File: src/rtl/clk_div_pkg.sv
// clk_div_pkg: FSM states, divisor floor and phase helper shared by the clock divider
package clk_div_pkg;
  typedef enum logic {IDLE, RUN} state_t;
  localparam int DIV_MIN = 2;
  function automatic int unsigned half_lo(input int unsigned d);
    return d >> 1;
  endfunction
endpackage

File: src/rtl/clk_div_outgen.sv
// clk_div_outgen: merges the rising- and falling-edge phases into a 50%-duty clk_out
module clk_div_outgen #(
  parameter bit USE_BUFG = 1
) (
  input  logic clk_in,
  input  logic rstn,
  input  logic q_pos,
  input  logic odd,
  output logic clk_out
);
  logic q_neg, clk_comb;
  // half-cycle extension of the high phase, only meaningful for odd divisors
  always_ff @(negedge clk_in or negedge rstn)
    if (!rstn) q_neg <= 1'b0;
    else q_neg <= q_pos & odd;
  assign clk_comb = q_pos | q_neg;
  if (USE_BUFG) begin : g_bufg
    clk_div_bufg u_bufg (.i(clk_comb), .o(clk_out));
  end else begin : g_direct
    assign clk_out = clk_comb;
  end
endmodule

module clk_div_bufg (
  input  logic i,
  output logic o
);
  // behavioural global clock buffer; the implementation flow maps it to the vendor BUFG
  assign o = i;
endmodule

File: src/rtl/clk_div_prog.sv
// clk_div_prog: runtime-programmable even/odd clock divider with boundary-aligned divisor updates
module clk_div_prog
  import clk_div_pkg::*;
#(
  parameter int W        = 8,
  parameter int DIV_INIT = 4,
  parameter bit USE_BUFG = 1
) (
  input  logic         clk_in,
  input  logic         rstn,
  input  logic         en,
  input  logic [W-1:0] cfg_div,
  input  logic         cfg_valid,
  output logic         cfg_ready,
  output logic [W-1:0] div_cur,
  output logic         running,
  output logic         clk_out,
  output logic         tick_rise,
  output logic         tick_fall
);
  state_t state, state_nxt;
  logic [W-1:0] cnt, cnt_nxt, div_nxt, pend;
  logic pend_v, xfer, last, apply, q_pos, q_pos_nxt;
  assign xfer  = cfg_valid & ~pend_v;
  assign last  = cnt == div_cur - W'(1);
  assign apply = pend_v & ((state == IDLE) | last);
  always_ff @(posedge clk_in or negedge rstn)
    if (!rstn) state <= IDLE;
    else state <= state_nxt;
  // q_pos is registered from next-state values so clk_out never sees a decode glitch
  always_comb begin
    state_nxt = state == IDLE ? (en ? RUN : IDLE) : ((last & ~en) ? IDLE : RUN);
    cnt_nxt   = ((state == RUN) & ~last) ? cnt + W'(1) : '0;
    div_nxt   = apply ? pend : div_cur;
    q_pos_nxt = (state_nxt == RUN) & (cnt_nxt < W'(half_lo(32'(div_nxt))));
  end
  always_ff @(posedge clk_in or negedge rstn)
    if (!rstn) begin
      cnt     <= '0;
      div_cur <= W'(DIV_INIT);
      pend    <= '0;
      pend_v  <= 1'b0;
      q_pos   <= 1'b0;
    end else begin
      cnt     <= cnt_nxt;
      div_cur <= div_nxt;
      q_pos   <= q_pos_nxt;
      pend_v  <= xfer | (pend_v & ~apply);
      if (xfer) pend <= (cfg_div < W'(DIV_MIN)) ? W'(DIV_MIN) : cfg_div;
    end
  always_comb begin
    running   = state == RUN;
    cfg_ready = ~pend_v;
    tick_rise = running & (cnt == '0);
    tick_fall = running & (cnt == W'(half_lo(32'(div_cur))));
  end
  clk_div_outgen #(.USE_BUFG(USE_BUFG)) u_outgen (
    .clk_in (clk_in),
    .rstn   (rstn),
    .q_pos  (q_pos),
    .odd    (div_cur[0]),
    .clk_out(clk_out)
  );
endmodule

File: config.mk
export PLATFORM = sky130hd
export DESIGN_NAME = clk_div_prog
export DESIGN_NICKNAME = d
export VERILOG_FILES = /design/src/rtl/clk_div_pkg.sv /design/src/rtl/clk_div_outgen.sv /design/src/rtl/clk_div_prog.sv
export SDC_FILE = /design/constraint.sdc
export NUM_CORES = 1
export LEC_CHECK = 0
export BUFFER_PORTS_ARGS = -buffer_cell sky130_fd_sc_hd__clkbuf_2
export CAP_MARGIN = 20
export CORE_MARGIN = 2
export CORE_UTILIZATION = 55
export CTS_CLUSTER_SIZE = 12
export DETAILED_ROUTE_END_ITERATION = 16
export HOLD_SLACK_MARGIN = 0.02
export MAX_ROUTING_LAYER = met4
export PLACE_DENSITY = 0.82
export RECOVER_POWER = 50
export SLEW_MARGIN = 20
export SYNTH_ARGS = -nofsm -noshare
export SYNTH_HDL_FRONTEND = slang
export SYNTH_SLANG_ARGS = --single-unit
File: constraint.sdc
create_clock -name clk_in -period 10.4 [get_ports clk_in]
set_clock_uncertainty 0.1 [all_clocks]
set_input_delay 2.08 -clock clk_in [delete_from_list [all_inputs] [get_ports clk_in]]
set_output_delay 2.08 -clock clk_in [all_outputs]
set_load 0.005 [all_outputs]
Word-level counts from Yosys, hierarchy flattened
Cells that the tools add are included.
{"block": "classes", "addsub": 2, "n_lt_le_gt_ge": 2, "eq_ne": 2, "n_mux": 6, "bitwise": 17, "n_reduce_logical": 1}
{"operator": "$mux W8", "count": 3}
{"operator": "$and A1 B1 Y1", "count": 9}
{"operator": "$add A8 B1 Y8 const B", "count": 1}
{"operator": "$eq A8 B7 Y1", "count": 1}
{"operator": "$eq A8 B8 Y1", "count": 1}
{"operator": "$logic_not A8 Y1", "count": 1}
{"operator": "$lt A8 B2 Y1 const B", "count": 1}
{"operator": "$lt A8 B7 Y1", "count": 1}
{"operator": "$sub A8 B1 Y8 const B", "count": 1}
{"operator": "$not A1 Y1", "count": 5}
{"operator": "$mux W1", "count": 3}
{"operator": "$or A1 B1 Y1", "count": 3}
{"block": "word_totals", "regBits": 28, "input_bits": 12, "output_inout_bits": 13, "wordCells": 38}

Longest topological paths before layout
{"block": "depth", "ltp_word": 7, "depth_mapped": 15, "mapped_depth_nobuf": 14}

Cells and area by module
Synthesis repeated with hierarchy kept, for this count alone.
{"block": "hier_totals", "hier_cells": 182, "area_unflattened_um2": 1800.5}
{"mod": "clk_div_prog", "n_inst": 1, "cells_each": 178, "area_per_inst_um2": 1754.2, "seq_area_each_um2": 676.9}
{"mod": "clk_div_outgen", "n_inst": 1, "cells_each": 3, "area_per_inst_um2": 38.8, "seq_area_each_um2": 25.0}
{"mod": "clk_div_bufg", "n_inst": 1, "cells_each": 1, "area_per_inst_um2": 7.5, "seq_area_each_um2": 0.0}

==> results by group <==
Synthesis
  – Ys Warns: 0
  – Post-Syn Area: 1810 sq um
  – Number of flops mapped to enable cells by yosys: 0
  – Main synth FF type: dfrtp_1
  – #FFs+latches synth: 28
  – Sequential cell area fraction in the yosys report: 38.9%
  – Syn_area_per_cell: 10.3 sq um
  – Mapped Cells: 175
  – Asr flop ratio synth: 100%
  – Syn_nets: 196
  – Largest cells by area after synthesis: dfrtp_1 36%, xnor2_1 7.8%, ha_1 6.2%
  – Synth top cells by count: 26 x dfrtp_1, 23 x nand2_1, 16 x xnor2_1, 10 x nor2_1, 9 x ha_1
  – Post-synth top area cell: dfrtp_1
  – Most numerous cell in the Yosys netlist: dfrtp_1
  – Synth top area share: 36.0%
  – Cell variety after synth: 49

Layout
  – Share of post-route cells with drive strength above 1: 23.4%
  – Area grow syn2layout: 7.83%
  – Nets: 214
  – Layout Cells excl Fill: 236
  – N_diodes: 0
  – Finished Core Util: 63.3%
  – Fill cells: 262

Flow run
  – Max cap viols: 0

Clocking
  – CTS tree: done
  – Root Driver: clkbuf_4
  – H-tree lvl count: 1
  – CTS resizes: 0
  – Number of buffers on the longest clock path: 2
  – CTS clk-pin slew, worst paths: 0.14 ns
  – Clock Sinks: 28
  – Insertion delay to the later sink of the worst-skew pair: 0.32 ns
  – Post-cts hold buffer count: 0
  – CTS buffer count: 3
  – Total setup buffers inserted after CTS: 0

Die
  – Vert. Die Dim: 61.3 um
  – Core area: 3080 sq um
  – Die Wd: 61.3 um
  – Die area: 3760 sq um
  – Initial Utilization: 58.7%
  – Num ports: 25
  – Std cell rows: 20

Detailed routing
  – DR vias: 1316
  – Vias per cell: 5.58
  – WL final: 3500 um
  – Drt pass-1 iters: 4
  – Avg WL per Cell: 14.8 um
  – Final ANT Viol Nets: 0
  – Drt initial violations: 73
  – Drc violations: 0

Pwr
  – Sequential Power Share: 66.0%
  – Clk pwr share: 30.4%
  – Sw Share: 20.7%
  – VDD IR max: 75.0 uV
  – Comb power frac: 3.5%
  – Leakage power: 0.936 nW
  – Pwr Total: 0.000169 W
  – Pwr/cell area: 87.0 nW/um^2
  – Int Pwr: 0.000134 W
  – Sw power: 0.0000351 W

Placement
  – Pre-CTS setup slack: 2.34 ns
  – Hpwl dp: 2770 um
  – Dpl cells: 232
  – Placer congestion estimate: 0.886
  – IO buf count: 24

Setup path
  – Critical path required time: 8.22 ns
  – Crit path DAT: 6.22 ns
  – Crit Path Max Fanout: 1
  – Cells along the critical path: or2_2 -> clkbuf_2
  – Slowest CP cell: dfrtn_1
  – CP top delay family: flip-flops
  – CP Launch Type: register
  – Max incr delay on CP: 0.34 ns
  – Setup CP Type: register to output pin
  – Worst Path Buf+Inv: 1
  – CP Capture Type: output pin

Min path
  – Min-delay worst type: register to register

Timing
  – RSZ-0062 raised after global routing: no
  – Final Hold Viols: 0
  – Relative slew margins: 6.71%
  – Max-slew violations: 0
  – Final setup violation count: 0
  – Final WS setup: 2.00 ns
  – Setup TNS: 0 ns
  – Worst Tran Pin Value: 1.40 ns

Global routing
  – Initial antenna violation count: 0
  – Busiest layer in global routing: met2
  – M2 GR Usage: 38.4%
  – Largest net degree at the start of global routing: 29
  – Gr ovfl total: 0
  – First-pass GRT wire length: 6120 um
  – GRT Total Usage: 22.9%
  – Grt met1 use: 28.5%
  – Met3 Use GR: 1.68%
  – Vias in the first global route: 1347

Outcome
  – Status: finished, final reports clean
per-layer routing:
metal	wire (um)	share of wire, %
met1	1480	42
met2	1850	53
met3	108	3.1
met4	65	1.9
met5	0	0
power by group through the flow:
stage                     clock network, W    logic, W  registers, W
after floorplan                          0  0.00000160      0.000113
after global placement                   0  0.00000597      0.000114
after global routing             0.0000579  0.00000703      0.000112
after detailed placement                 0  0.00000625      0.000114
final                            0.0000516  0.00000594      0.000112
after CTS                        0.0000534  0.00000628      0.000112
registers in the layout, summed over array words and instances (netlist names):
| signal | flops |
|---|---|
| div_cur | 8 |
| cnt | 8 |
| q_pos | 1 |
| pend_v | 1 |
| pend | 8 |
| u_outgen.q_neg | 1 |
| running | 1 |
layout make-up:
cell class | instances | area, sq um | area share (%)
multi-input combinational | 130 | 1010 | 52.1
sequential | 28 | 702 | 36.0
timing repair buffer | 24 | 118 | 6.04
tap | 44 | 55.1 | 2.83
clock buffer | 4 | 36.3 | 1.86
inverter | 6 | 22.5 | 1.16
path summary, 6_finish.rpt:
kind	startpoint	endpoint	slack, ns	depth (start not counted)
min in group asynchronous	rstn	pend[2]$_DFFE_PN0P_	1.95	1
worst min-delay path	pend[4]$_DFFE_PN0P_	pend[4]$_DFFE_PN0P_	0.43	2
max in group asynchronous	rstn	u_outgen.q_neg$_DFF_NN0_	2.33	1
worst max-delay path	u_outgen.q_neg$_DFF_NN0_	clk_out	2.00	2
worst max register to register	div_cur[0]$_DFFE_PN0N_	u_outgen.q_neg$_DFF_NN0_	4.30	1
worst min register to register	pend[4]$_DFFE_PN0P_	pend[4]$_DFFE_PN0P_	0.43	2
stage by stage:
stage                     hold slack (ns)  area [sq um]
final                               0.427          1950
after CTS                           0.430          1960
after global placement              0.381          1920
after floorplan                     0.346          1810
after detailed placement            0.392          1920
after global routing                0.445          1950
placed cells by master, fill, tap and decap left out, types with 2 or more instances in the layout:
cell type,count
xor2_1,7
or4_1,2
nand2b_1,3
and3_1,2
clkbuf_2,22
a21o_1,2
o31a_1,3
xnor2_1,16
nand3_1,4
mux2_2,4
mux2_4,4
nor2_1,10
clkbuf_1,2
nand2_1,23
clkbuf_4,3
mux2i_1,6
ha_1,9
nor4_1,2
inv_1,6
and2_1,4
o21ai_0,4
dfrtp_1,26
a21oi_1,2
cell families after synthesis:
kind of cell | after synthesis | synth area share [%]
and+or+nand+nor | 63 | 19.1
DFF | 28 | 38.9
xor gates and xnor gates | 23 | 11.1
AOI/OAI and AO/OA | 21 | 10.9
buffers and inverters | 17 | 4.64
muxes | 14 | 9.14
adders and majority gates | 9 | 6.23
(Power assumes the default switching activity.)
